[config.mk]
export PLATFORM = sky130hd
export DESIGN_NAME = usb_endp_status_bank_flat
export DESIGN_NICKNAME = d
export VERILOG_FILES = /design/src/rtl/usb_endp_pkg.sv /design/src/rtl/usb_endp_status_bank_if.sv /design/src/rtl/usb_endp_status_slot.sv /design/src/rtl/usb_endp_status_bank.sv /design/src/flat_wrapper.sv
export SDC_FILE = /design/constraint.sdc
export NUM_CORES = 1
export LEC_CHECK = 0
export ABC_AREA = 1
export BUFFER_PORTS_ARGS = -buffer_cell sky130_fd_sc_hd__buf_2
export CORE_ASPECT_RATIO = 0.75
export CORE_MARGIN = 8
export CORE_UTILIZATION = 40
export CTS_CLUSTER_SIZE = 8
export DETAILED_ROUTE_END_ITERATION = 10
export HOLD_SLACK_MARGIN = 0.12
export SLEW_MARGIN = 20
export SYNTH_ARGS = -nofsm -noshare
export SYNTH_HDL_FRONTEND = slang
export SYNTH_SLANG_ARGS = --single-unit
[constraint.sdc]
create_clock -name clk -period 5.3 [get_ports clk]
set_input_delay 0.265 -clock clk [delete_from_list [all_inputs] [get_ports clk]]
set_output_delay 0.265 -clock clk [all_outputs]
set_load 0.01 [all_outputs]
[src/rtl/usb_endp_pkg.sv]
// rtl/usb_endp_pkg.sv - shared constants, encodings and status packing for the endpoint status bank
package usb_endp_pkg;

  localparam int MAX_ENDP = 16;
  localparam int EP_IDX_W = $clog2(MAX_ENDP);
  localparam int STATUS_W = 8;

  localparam int STAT_CRC      = 0;
  localparam int STAT_BITSTUFF = 1;
  localparam int STAT_RXOVF    = 2;
  localparam int STAT_RXTO     = 3;
  localparam int STAT_NAK      = 4;
  localparam int STAT_STALL    = 5;
  localparam int STAT_ACK      = 6;
  localparam int STAT_DSEQ     = 7;

  typedef enum logic [1:0] {
    TT_SETUP   = 2'd0,
    TT_IN      = 2'd1,
    TT_OUTDATA = 2'd2
  } trans_type_e;

  // Completed (non-NAK) transaction word; the NAK bit is always clear here.
  function automatic logic [STATUS_W-1:0] pack_status(
    input logic data_seq,
    input logic ack_rxed,
    input logic stall_sent,
    input logic rx_timeout,
    input logic rx_overflow,
    input logic bit_stuff_err,
    input logic crc_err
  );
    logic [STATUS_W-1:0] w;
    w                = '0;
    w[STAT_DSEQ]     = data_seq;
    w[STAT_ACK]      = ack_rxed;
    w[STAT_STALL]    = stall_sent;
    w[STAT_NAK]      = 1'b0;
    w[STAT_RXTO]     = rx_timeout;
    w[STAT_RXOVF]    = rx_overflow;
    w[STAT_BITSTUFF] = bit_stuff_err;
    w[STAT_CRC]      = crc_err;
    return w;
  endfunction

endpackage

[src/rtl/usb_endp_status_bank_if.sv]
// rtl/usb_endp_status_bank_if.sv - transaction-controller / host signal bundle for the endpoint status bank
interface usb_endp_status_bank_if #(
  parameter int NUM_ENDP  = 4,
  parameter int CTRL_W    = 5,
  parameter int NAK_CNT_W = 8
) ();

  logic [usb_endp_pkg::EP_IDX_W-1:0] currEndP;
  logic                              NAKSent;
  logic                              stallSent;
  logic                              CRCError;
  logic                              bitStuffError;
  logic                              RxOverflow;
  logic                              RxTimeOut;
  logic                              dataSequence;
  logic                              ACKRxed;
  logic [1:0]                        transType;
  logic [1:0]                        transTypeNAK;
  logic                              endPMuxErrorsWEn;
  logic                              clrEPRdy;
  logic [NUM_ENDP*CTRL_W-1:0]        endPCtrlFlat;
  logic                              statusClrEn;
  logic [usb_endp_pkg::EP_IDX_W-1:0] statusClrEP;

  logic [CTRL_W-1:0]                 endPControlReg;
  logic [NUM_ENDP-1:0]               clrEPRdyVec;
  logic [NUM_ENDP*8-1:0]             endPStatusFlat;
  logic [NUM_ENDP*2-1:0]             endPTransTypeFlat;
  logic [NUM_ENDP*2-1:0]             endPNAKTransTypeFlat;
  logic [NUM_ENDP*NAK_CNT_W-1:0]     nakCntFlat;
  logic [NUM_ENDP-1:0]               evtPending;
  logic                              endPInvalid;

  modport master (
    output currEndP, NAKSent, stallSent, CRCError, bitStuffError, RxOverflow,
           RxTimeOut, dataSequence, ACKRxed, transType, transTypeNAK,
           endPMuxErrorsWEn, clrEPRdy, endPCtrlFlat, statusClrEn, statusClrEP,
    input  endPControlReg, clrEPRdyVec, endPStatusFlat, endPTransTypeFlat,
           endPNAKTransTypeFlat, nakCntFlat, evtPending, endPInvalid
  );

  modport slave (
    input  currEndP, NAKSent, stallSent, CRCError, bitStuffError, RxOverflow,
           RxTimeOut, dataSequence, ACKRxed, transType, transTypeNAK,
           endPMuxErrorsWEn, clrEPRdy, endPCtrlFlat, statusClrEn, statusClrEP,
    output endPControlReg, clrEPRdyVec, endPStatusFlat, endPTransTypeFlat,
           endPNAKTransTypeFlat, nakCntFlat, evtPending, endPInvalid
  );

endinterface

[src/rtl/usb_endp_status_slot.sv]
// rtl/usb_endp_status_slot.sv - one endpoint's status, transfer types, NAK counter and event flag
module usb_endp_status_slot
  import usb_endp_pkg::*;
#(
  parameter int NAK_CNT_W = 8
) (
  input  logic                 clk,
  input  logic                 rst,
  input  logic                 wr_en_i,
  input  logic                 nak_i,
  input  logic [STATUS_W-1:0]  status_word_i,
  input  logic [1:0]           trans_type_i,
  input  logic [1:0]           trans_type_nak_i,
  input  logic                 clr_i,
  output logic [STATUS_W-1:0]  status_o,
  output logic [1:0]           trans_type_o,
  output logic [1:0]           nak_trans_type_o,
  output logic [NAK_CNT_W-1:0] nak_cnt_o,
  output logic                 evt_pending_o
);

  logic [STATUS_W-1:0]  status_q, status_d;
  logic [1:0]           tt_q, tt_d;
  logic [1:0]           ntt_q, ntt_d;
  logic [NAK_CNT_W-1:0] nak_cnt_q, nak_cnt_d;
  logic                 evt_q, evt_d;

  always_ff @(posedge clk or posedge rst) begin
    if (rst) begin
      status_q  <= '0;
      tt_q      <= '0;
      ntt_q     <= '0;
      nak_cnt_q <= '0;
      evt_q     <= 1'b0;
    end else begin
      status_q  <= status_d;
      tt_q      <= tt_d;
      ntt_q     <= ntt_d;
      nak_cnt_q <= nak_cnt_d;
      evt_q     <= evt_d;
    end
  end

  // A write beats a same-cycle host clear so a fresh event is never dropped.
  always_comb begin
    status_d  = status_q;
    tt_d      = tt_q;
    ntt_d     = ntt_q;
    nak_cnt_d = nak_cnt_q;
    evt_d     = evt_q;
    if (wr_en_i) begin
      evt_d = 1'b1;
      if (nak_i) begin
        status_d[STAT_NAK] = 1'b1;
        ntt_d              = trans_type_nak_i;
        if (nak_cnt_q != {NAK_CNT_W{1'b1}}) begin
          nak_cnt_d = nak_cnt_q + NAK_CNT_W'(1);
        end
      end else begin
        status_d  = status_word_i;
        tt_d      = trans_type_i;
        nak_cnt_d = '0;
      end
    end else if (clr_i) begin
      status_d  = '0;
      nak_cnt_d = '0;
      evt_d     = 1'b0;
    end
  end

  assign status_o         = status_q;
  assign trans_type_o     = tt_q;
  assign nak_trans_type_o = ntt_q;
  assign nak_cnt_o        = nak_cnt_q;
  assign evt_pending_o    = evt_q;

endmodule

[src/rtl/usb_endp_status_bank.sv]
// rtl/usb_endp_status_bank.sv - endpoint decode, control-word mux, ready-clear routing and per-EP status slots
module usb_endp_status_bank
  import usb_endp_pkg::*;
#(
  parameter int NUM_ENDP  = 4,
  parameter int CTRL_W    = 5,
  parameter int NAK_CNT_W = 8
) (
  input logic                   clk,
  input logic                   rst,
  usb_endp_status_bank_if.slave bus
);

  localparam logic [EP_IDX_W:0] NUM_EP_L = (EP_IDX_W+1)'(NUM_ENDP);

  logic                ep_valid;
  logic [STATUS_W-1:0] status_word;

  logic [CTRL_W-1:0]   ctrl_q, ctrl_d;
  logic [NUM_ENDP-1:0] clr_vec_q, clr_vec_d;
  logic                invalid_q, invalid_d;

  logic [STATUS_W-1:0]  stat_arr [NUM_ENDP];
  logic [1:0]           tt_arr   [NUM_ENDP];
  logic [1:0]           ntt_arr  [NUM_ENDP];
  logic [NAK_CNT_W-1:0] cnt_arr  [NUM_ENDP];
  logic                 evt_arr  [NUM_ENDP];

  logic [NUM_ENDP*8-1:0]         stat_flat;
  logic [NUM_ENDP*2-1:0]         tt_flat;
  logic [NUM_ENDP*2-1:0]         ntt_flat;
  logic [NUM_ENDP*NAK_CNT_W-1:0] cnt_flat;
  logic [NUM_ENDP-1:0]           evt_vec;

  assign ep_valid    = {1'b0, bus.currEndP} < NUM_EP_L;
  assign status_word = pack_status(bus.dataSequence, bus.ACKRxed, bus.stallSent,
                                   bus.RxTimeOut, bus.RxOverflow,
                                   bus.bitStuffError, bus.CRCError);

  // Decoding against each implemented index leaves the mux at zero for unimplemented endpoints.
  always_comb begin
    ctrl_d    = '0;
    clr_vec_d = '0;
    for (int i = 0; i < NUM_ENDP; i++) begin
      if (bus.currEndP == EP_IDX_W'(i)) begin
        ctrl_d       = bus.endPCtrlFlat[i*CTRL_W +: CTRL_W];
        clr_vec_d[i] = bus.clrEPRdy;
      end
    end
    invalid_d = bus.endPMuxErrorsWEn && !ep_valid;
  end

  always_ff @(posedge clk or posedge rst) begin
    if (rst) begin
      ctrl_q    <= '0;
      clr_vec_q <= '0;
      invalid_q <= 1'b0;
    end else begin
      ctrl_q    <= ctrl_d;
      clr_vec_q <= clr_vec_d;
      invalid_q <= invalid_d;
    end
  end

  for (genvar g = 0; g < NUM_ENDP; g++) begin : g_slot
    usb_endp_status_slot #(
      .NAK_CNT_W (NAK_CNT_W)
    ) u_slot (
      .clk              (clk),
      .rst              (rst),
      .wr_en_i          (bus.endPMuxErrorsWEn && (bus.currEndP == EP_IDX_W'(g))),
      .nak_i            (bus.NAKSent),
      .status_word_i    (status_word),
      .trans_type_i     (bus.transType),
      .trans_type_nak_i (bus.transTypeNAK),
      .clr_i            (bus.statusClrEn && (bus.statusClrEP == EP_IDX_W'(g))),
      .status_o         (stat_arr[g]),
      .trans_type_o     (tt_arr[g]),
      .nak_trans_type_o (ntt_arr[g]),
      .nak_cnt_o        (cnt_arr[g]),
      .evt_pending_o    (evt_arr[g])
    );
  end

  always_comb begin
    stat_flat = '0;
    tt_flat   = '0;
    ntt_flat  = '0;
    cnt_flat  = '0;
    evt_vec   = '0;
    for (int i = 0; i < NUM_ENDP; i++) begin
      stat_flat[i*8 +: 8]                = stat_arr[i];
      tt_flat[i*2 +: 2]                  = tt_arr[i];
      ntt_flat[i*2 +: 2]                 = ntt_arr[i];
      cnt_flat[i*NAK_CNT_W +: NAK_CNT_W] = cnt_arr[i];
      evt_vec[i]                         = evt_arr[i];
    end
  end

  assign bus.endPControlReg       = ctrl_q;
  assign bus.clrEPRdyVec          = clr_vec_q;
  assign bus.endPInvalid          = invalid_q;
  assign bus.endPStatusFlat       = stat_flat;
  assign bus.endPTransTypeFlat    = tt_flat;
  assign bus.endPNAKTransTypeFlat = ntt_flat;
  assign bus.nakCntFlat           = cnt_flat;
  assign bus.evtPending           = evt_vec;

endmodule

[src/flat_wrapper.sv]
// flat-port wrapper written by rule: the top's interface ports become plain ports
module usb_endp_status_bank_flat import usb_endp_pkg::*;
#(
  parameter int NUM_ENDP  = 4,
  parameter int CTRL_W    = 5,
  parameter int NAK_CNT_W = 8
)
  (clk, rst, bus_currEndP, bus_NAKSent, bus_stallSent, bus_CRCError, bus_bitStuffError, bus_RxOverflow, bus_RxTimeOut, bus_dataSequence, bus_ACKRxed, bus_transType, bus_transTypeNAK, bus_endPMuxErrorsWEn, bus_clrEPRdy, bus_endPCtrlFlat, bus_statusClrEn, bus_statusClrEP, bus_endPControlReg, bus_clrEPRdyVec, bus_endPStatusFlat, bus_endPTransTypeFlat, bus_endPNAKTransTypeFlat, bus_nakCntFlat, bus_evtPending, bus_endPInvalid);
  usb_endp_status_bank_if #(.NUM_ENDP(NUM_ENDP), .CTRL_W(CTRL_W), .NAK_CNT_W(NAK_CNT_W)) bus_i ();
  input logic clk;
  input logic rst;
  input wire logic [$bits(bus_i.currEndP)-1:0] bus_currEndP;
  input wire logic [$bits(bus_i.NAKSent)-1:0] bus_NAKSent;
  input wire logic [$bits(bus_i.stallSent)-1:0] bus_stallSent;
  input wire logic [$bits(bus_i.CRCError)-1:0] bus_CRCError;
  input wire logic [$bits(bus_i.bitStuffError)-1:0] bus_bitStuffError;
  input wire logic [$bits(bus_i.RxOverflow)-1:0] bus_RxOverflow;
  input wire logic [$bits(bus_i.RxTimeOut)-1:0] bus_RxTimeOut;
  input wire logic [$bits(bus_i.dataSequence)-1:0] bus_dataSequence;
  input wire logic [$bits(bus_i.ACKRxed)-1:0] bus_ACKRxed;
  input wire logic [$bits(bus_i.transType)-1:0] bus_transType;
  input wire logic [$bits(bus_i.transTypeNAK)-1:0] bus_transTypeNAK;
  input wire logic [$bits(bus_i.endPMuxErrorsWEn)-1:0] bus_endPMuxErrorsWEn;
  input wire logic [$bits(bus_i.clrEPRdy)-1:0] bus_clrEPRdy;
  input wire logic [$bits(bus_i.endPCtrlFlat)-1:0] bus_endPCtrlFlat;
  input wire logic [$bits(bus_i.statusClrEn)-1:0] bus_statusClrEn;
  input wire logic [$bits(bus_i.statusClrEP)-1:0] bus_statusClrEP;
  output wire logic [$bits(bus_i.endPControlReg)-1:0] bus_endPControlReg;
  output wire logic [$bits(bus_i.clrEPRdyVec)-1:0] bus_clrEPRdyVec;
  output wire logic [$bits(bus_i.endPStatusFlat)-1:0] bus_endPStatusFlat;
  output wire logic [$bits(bus_i.endPTransTypeFlat)-1:0] bus_endPTransTypeFlat;
  output wire logic [$bits(bus_i.endPNAKTransTypeFlat)-1:0] bus_endPNAKTransTypeFlat;
  output wire logic [$bits(bus_i.nakCntFlat)-1:0] bus_nakCntFlat;
  output wire logic [$bits(bus_i.evtPending)-1:0] bus_evtPending;
  output wire logic [$bits(bus_i.endPInvalid)-1:0] bus_endPInvalid;
  assign bus_i.currEndP = bus_currEndP;
  assign bus_i.NAKSent = bus_NAKSent;
  assign bus_i.stallSent = bus_stallSent;
  assign bus_i.CRCError = bus_CRCError;
  assign bus_i.bitStuffError = bus_bitStuffError;
  assign bus_i.RxOverflow = bus_RxOverflow;
  assign bus_i.RxTimeOut = bus_RxTimeOut;
  assign bus_i.dataSequence = bus_dataSequence;
  assign bus_i.ACKRxed = bus_ACKRxed;
  assign bus_i.transType = bus_transType;
  assign bus_i.transTypeNAK = bus_transTypeNAK;
  assign bus_i.endPMuxErrorsWEn = bus_endPMuxErrorsWEn;
  assign bus_i.clrEPRdy = bus_clrEPRdy;
  assign bus_i.endPCtrlFlat = bus_endPCtrlFlat;
  assign bus_i.statusClrEn = bus_statusClrEn;
  assign bus_i.statusClrEP = bus_statusClrEP;
  assign bus_endPControlReg = bus_i.endPControlReg;
  assign bus_clrEPRdyVec = bus_i.clrEPRdyVec;
  assign bus_endPStatusFlat = bus_i.endPStatusFlat;
  assign bus_endPTransTypeFlat = bus_i.endPTransTypeFlat;
  assign bus_endPNAKTransTypeFlat = bus_i.endPNAKTransTypeFlat;
  assign bus_nakCntFlat = bus_i.nakCntFlat;
  assign bus_evtPending = bus_i.evtPending;
  assign bus_endPInvalid = bus_i.endPInvalid;
  usb_endp_status_bank #(.NUM_ENDP(NUM_ENDP), .CTRL_W(CTRL_W), .NAK_CNT_W(NAK_CNT_W)) u_core (.clk(clk), .rst(rst), .bus(bus_i));
endmodule
==> results.cfg <==
[outcome]
status = complete, no violations

[drt]
ant_nets = 0
vias_per_cell = 4.947
vias = 4116
wl_per_cell_um = 15.50
drt_pass1_iterations = 4
drt_iter0_drc = 299
drcViolationCount = 0
drt_wl_total_um = 12900

[worst_setup_path]
crit_top_cell = nand2_1
cpPeakStageDelay_ns = 0.83
worstPathRequired_ns = 5.51
worst_path_max_delay_cell = nor2_2
cp-end-kind = flip-flop
worst-setup-path-type = in -> reg
cp-start-kind = primary input
cp_max_fo = 23
crit_chain = buf_2 > nor2_2 > nand2_1 > inv_2 > nand3_1 > nand2_1 > o21ai_1
arrival_ns = 2.16

[yosys]
synth_top_area_cell = dfrtp_1
synth_cell_types = 29
yosysTopAreaCellShare = 0.5139
avgSynthCellArea_um2 = 8.291
ys_warn_count = 0
synthTopCellsByCount = nand2_1, dfrtp_1, nand3_1
synth_edf_count = 0
synth-xor-area-share = 0.01340
yosys.area_share.adder = 0.01093
synthCells = 552
syn_area_um2 = 4577
synth_top_family_by_area = simple AND/OR/NAND/NOR gates
ys.flop_type = dfrtp_1
synth.area.mux_share = 0
syn_nets = 601
synth-seq-cells = 94
yosysMostFrequentCell = nand2_1
async_flop_share = 1.000
synth-simple-area-share = 0.3393
ys_top_cells_by_area = dfrtp_1, nand2_1, nand3_1
synth_compound_area_frac = 0.05714
yosysSeqAreaShare = 0.5139

[timing]
finalCritPeriodShare = 0.3664
fmax_mhz = 514.9
hold_viol = 0
rsz0062_at_grt = false
skew_ns = 0.004295
maxSlewViolCount = 0
relSlewSlack = 0.2766
worst-slew-pin-transition_ns = 1.084
fin_crit_ns = 1.942
fin_setup_tns_ns = 0
setup_violations = 0

[grt]
grt_util_all_layers = 0.1709
grt_first_pass_wirelength_um = 20820
grt_pass1_vias = 4016
antenna_found_initial = 0
grt.overflow.total = 0
grt_start_max_net_pins = 72

[layout]
final_layout_size_suffix_gt1_frac = 0.2673
multi_input_area_um2 = 1926
nNetsFinal = 736
antenna_cells = 0
fin_area_um2 = 5614
seq_area_um2 = 2352
syn_to_final_growth_pct = 22.66
fillerInstances = 1088
fin_util = 0.5093

[pwr]
power_uw = 1661
cellPowerDensity_nw_per_um2 = 295.9
ir_drop_mv = 0.1761
power.leakage_uw = 0.003164

[clock_network]
clock_latency_ns = 0.33
ctsHtreeMaxLevel = 3
clk_path_buf_depth = 2
clock-root-buffer = clkbuf_16
cts_buffers = 9
clock_sinks = 94
clk_pin_slew_ns = 0.07
cts_tree = yes

[placement]
place_area_um2 = 5326
numPortBuffers = 138
place.gp.congestion = 0.8170
dpl.hpwl_um = 9821

[floorplanning]
core-area_um2 = 11020
dieArea_um2 = 15160
die_y_um = 108.6
io-pin-count = 139
num_rows = 33
start_util = 0.4152
die-width_um = 139.5

[min_path]
min_path_type = in -> reg

[run]
maxCapViolCount = 0
-- metrics by stage --
| step | hold WS [ns] | worst slack, ns | cells |
|---|---|---|---|
| 2_1_floorplan | 0.3746 | 2.586 | 552 |
| 3_3_place_gp | 0.2512 | 3.050 | 815 |
| 3_5_place_dp | 0.2593 | 2.979 | 815 |
| 4_1_cts | 0.1353 | 3.351 | 832 |
| 5_1_grt | 0.1437 | 3.129 | 832 |
| 6_report | 0.1431 | 3.358 | 832 |
-- registers in the layout (all words and copies together) (netlist names) --
register and flops:
u_core.bus.clrEPRdyVec 4, u_core.bus.endPControlReg 5, u_core.bus.endPInvalid 1, u_core.g_slot.u_slot.evt_pending_o 4, u_core.g_slot.u_slot.nak_cnt_o 32, u_core.g_slot.u_slot.nak_trans_type_o 8
u_core.g_slot.u_slot.status_o 32, u_core.g_slot.u_slot.trans_type_o 8
-- worst max-delay path: cells and delay by family --
family | cells | cell delay (ns)
simple gates | 4 | 1.53
compound gates | 1 | 0.08
buf+inv | 2 | 0.28
-- layout make-up --
class	count	share of cell area
clock buffers	12	0.04390
inverters	46	0.03120
repair buffers	140	0.1261
multi-input cells	396	0.3430
clock inverters	4	0.005572
well taps	140	0.03120
flip-flops and latches	94	0.4190
-- kinds of logic (layout without fill, tap and decap cells) --
kind of cell    after synthesis  after routing
compound gates               47             47
xor+xnor                      7              7
fa+ha+maj                     4              4
buf+inv                      62            202
flops                        94             94
simple gates                338            338
-- path summary, 6_finish.rpt --
check / from / end / slack, ns / cells after the start
max: bus_currEndP[3] / u_core.g_slot[2].u_slot.trans_type_o[0] / 3.36 / 7
min in group asynchronous: rst / u_core.g_slot[2].u_slot.nak_cnt_o[1] / 0.44 / 3
min: bus_endPCtrlFlat[10] / u_core.bus.endPControlReg[0] / 0.14 / 3
max reg2reg: u_core.g_slot[2].u_slot.nak_cnt_o[0] / u_core.g_slot[2].u_slot.nak_cnt_o[5] / 3.54 / 8
min reg2reg: u_core.g_slot[0].u_slot.nak_trans_type_o[0] / u_core.g_slot[0].u_slot.nak_trans_type_o[0] / 0.48 / 2
max in group asynchronous: rst / u_core.g_slot[0].u_slot.nak_trans_type_o[1] / 3.67 / 4
-- routing by layer --
metal	global-route usage	share of wire	routed length [um]
met2	0.2772	0.46	5906
met1	0.2212	0.46	5942
met5	0	0	0
met4	0.03044	0.0070	90
met3	0.05893	0.075	961
-- cell usage in the layout (no fill, tap or decap), types with 2 or more instances in the layout --
master      instances
a21oi_1             2
buf_2             138
clkbuf_1            2
clkbuf_16           9
clkinvlp_4          3
dfrtp_1            94
ha_1                4
inv_1              41
inv_2               4
nand2_1           193
nand2_2             9
nand2_4             2
nand3_1            61
nand3_2             2
nand3b_1            3
nand4_1            13
nand4_4             4
nor2_1             41
nor2_2              2
nor2_4              4
o21a_1              4
o21ai_0            18
o21ai_1            17
o21bai_1            4
or2_2               3
xor2_1              7
-- repair_timing --
action	4_1_cts	5_1_grt
resized for setup	0	0
hold buffers	1	0
setup buffers	0	0
hold endpoints to repair	23	0
-- power by group --
part	internal (uW)	switching, uW	total [uW]
sequential	779	39.3	818
clock	333	277	610
combinational	87.6	145	233
(Power assumes the default switching activity.)
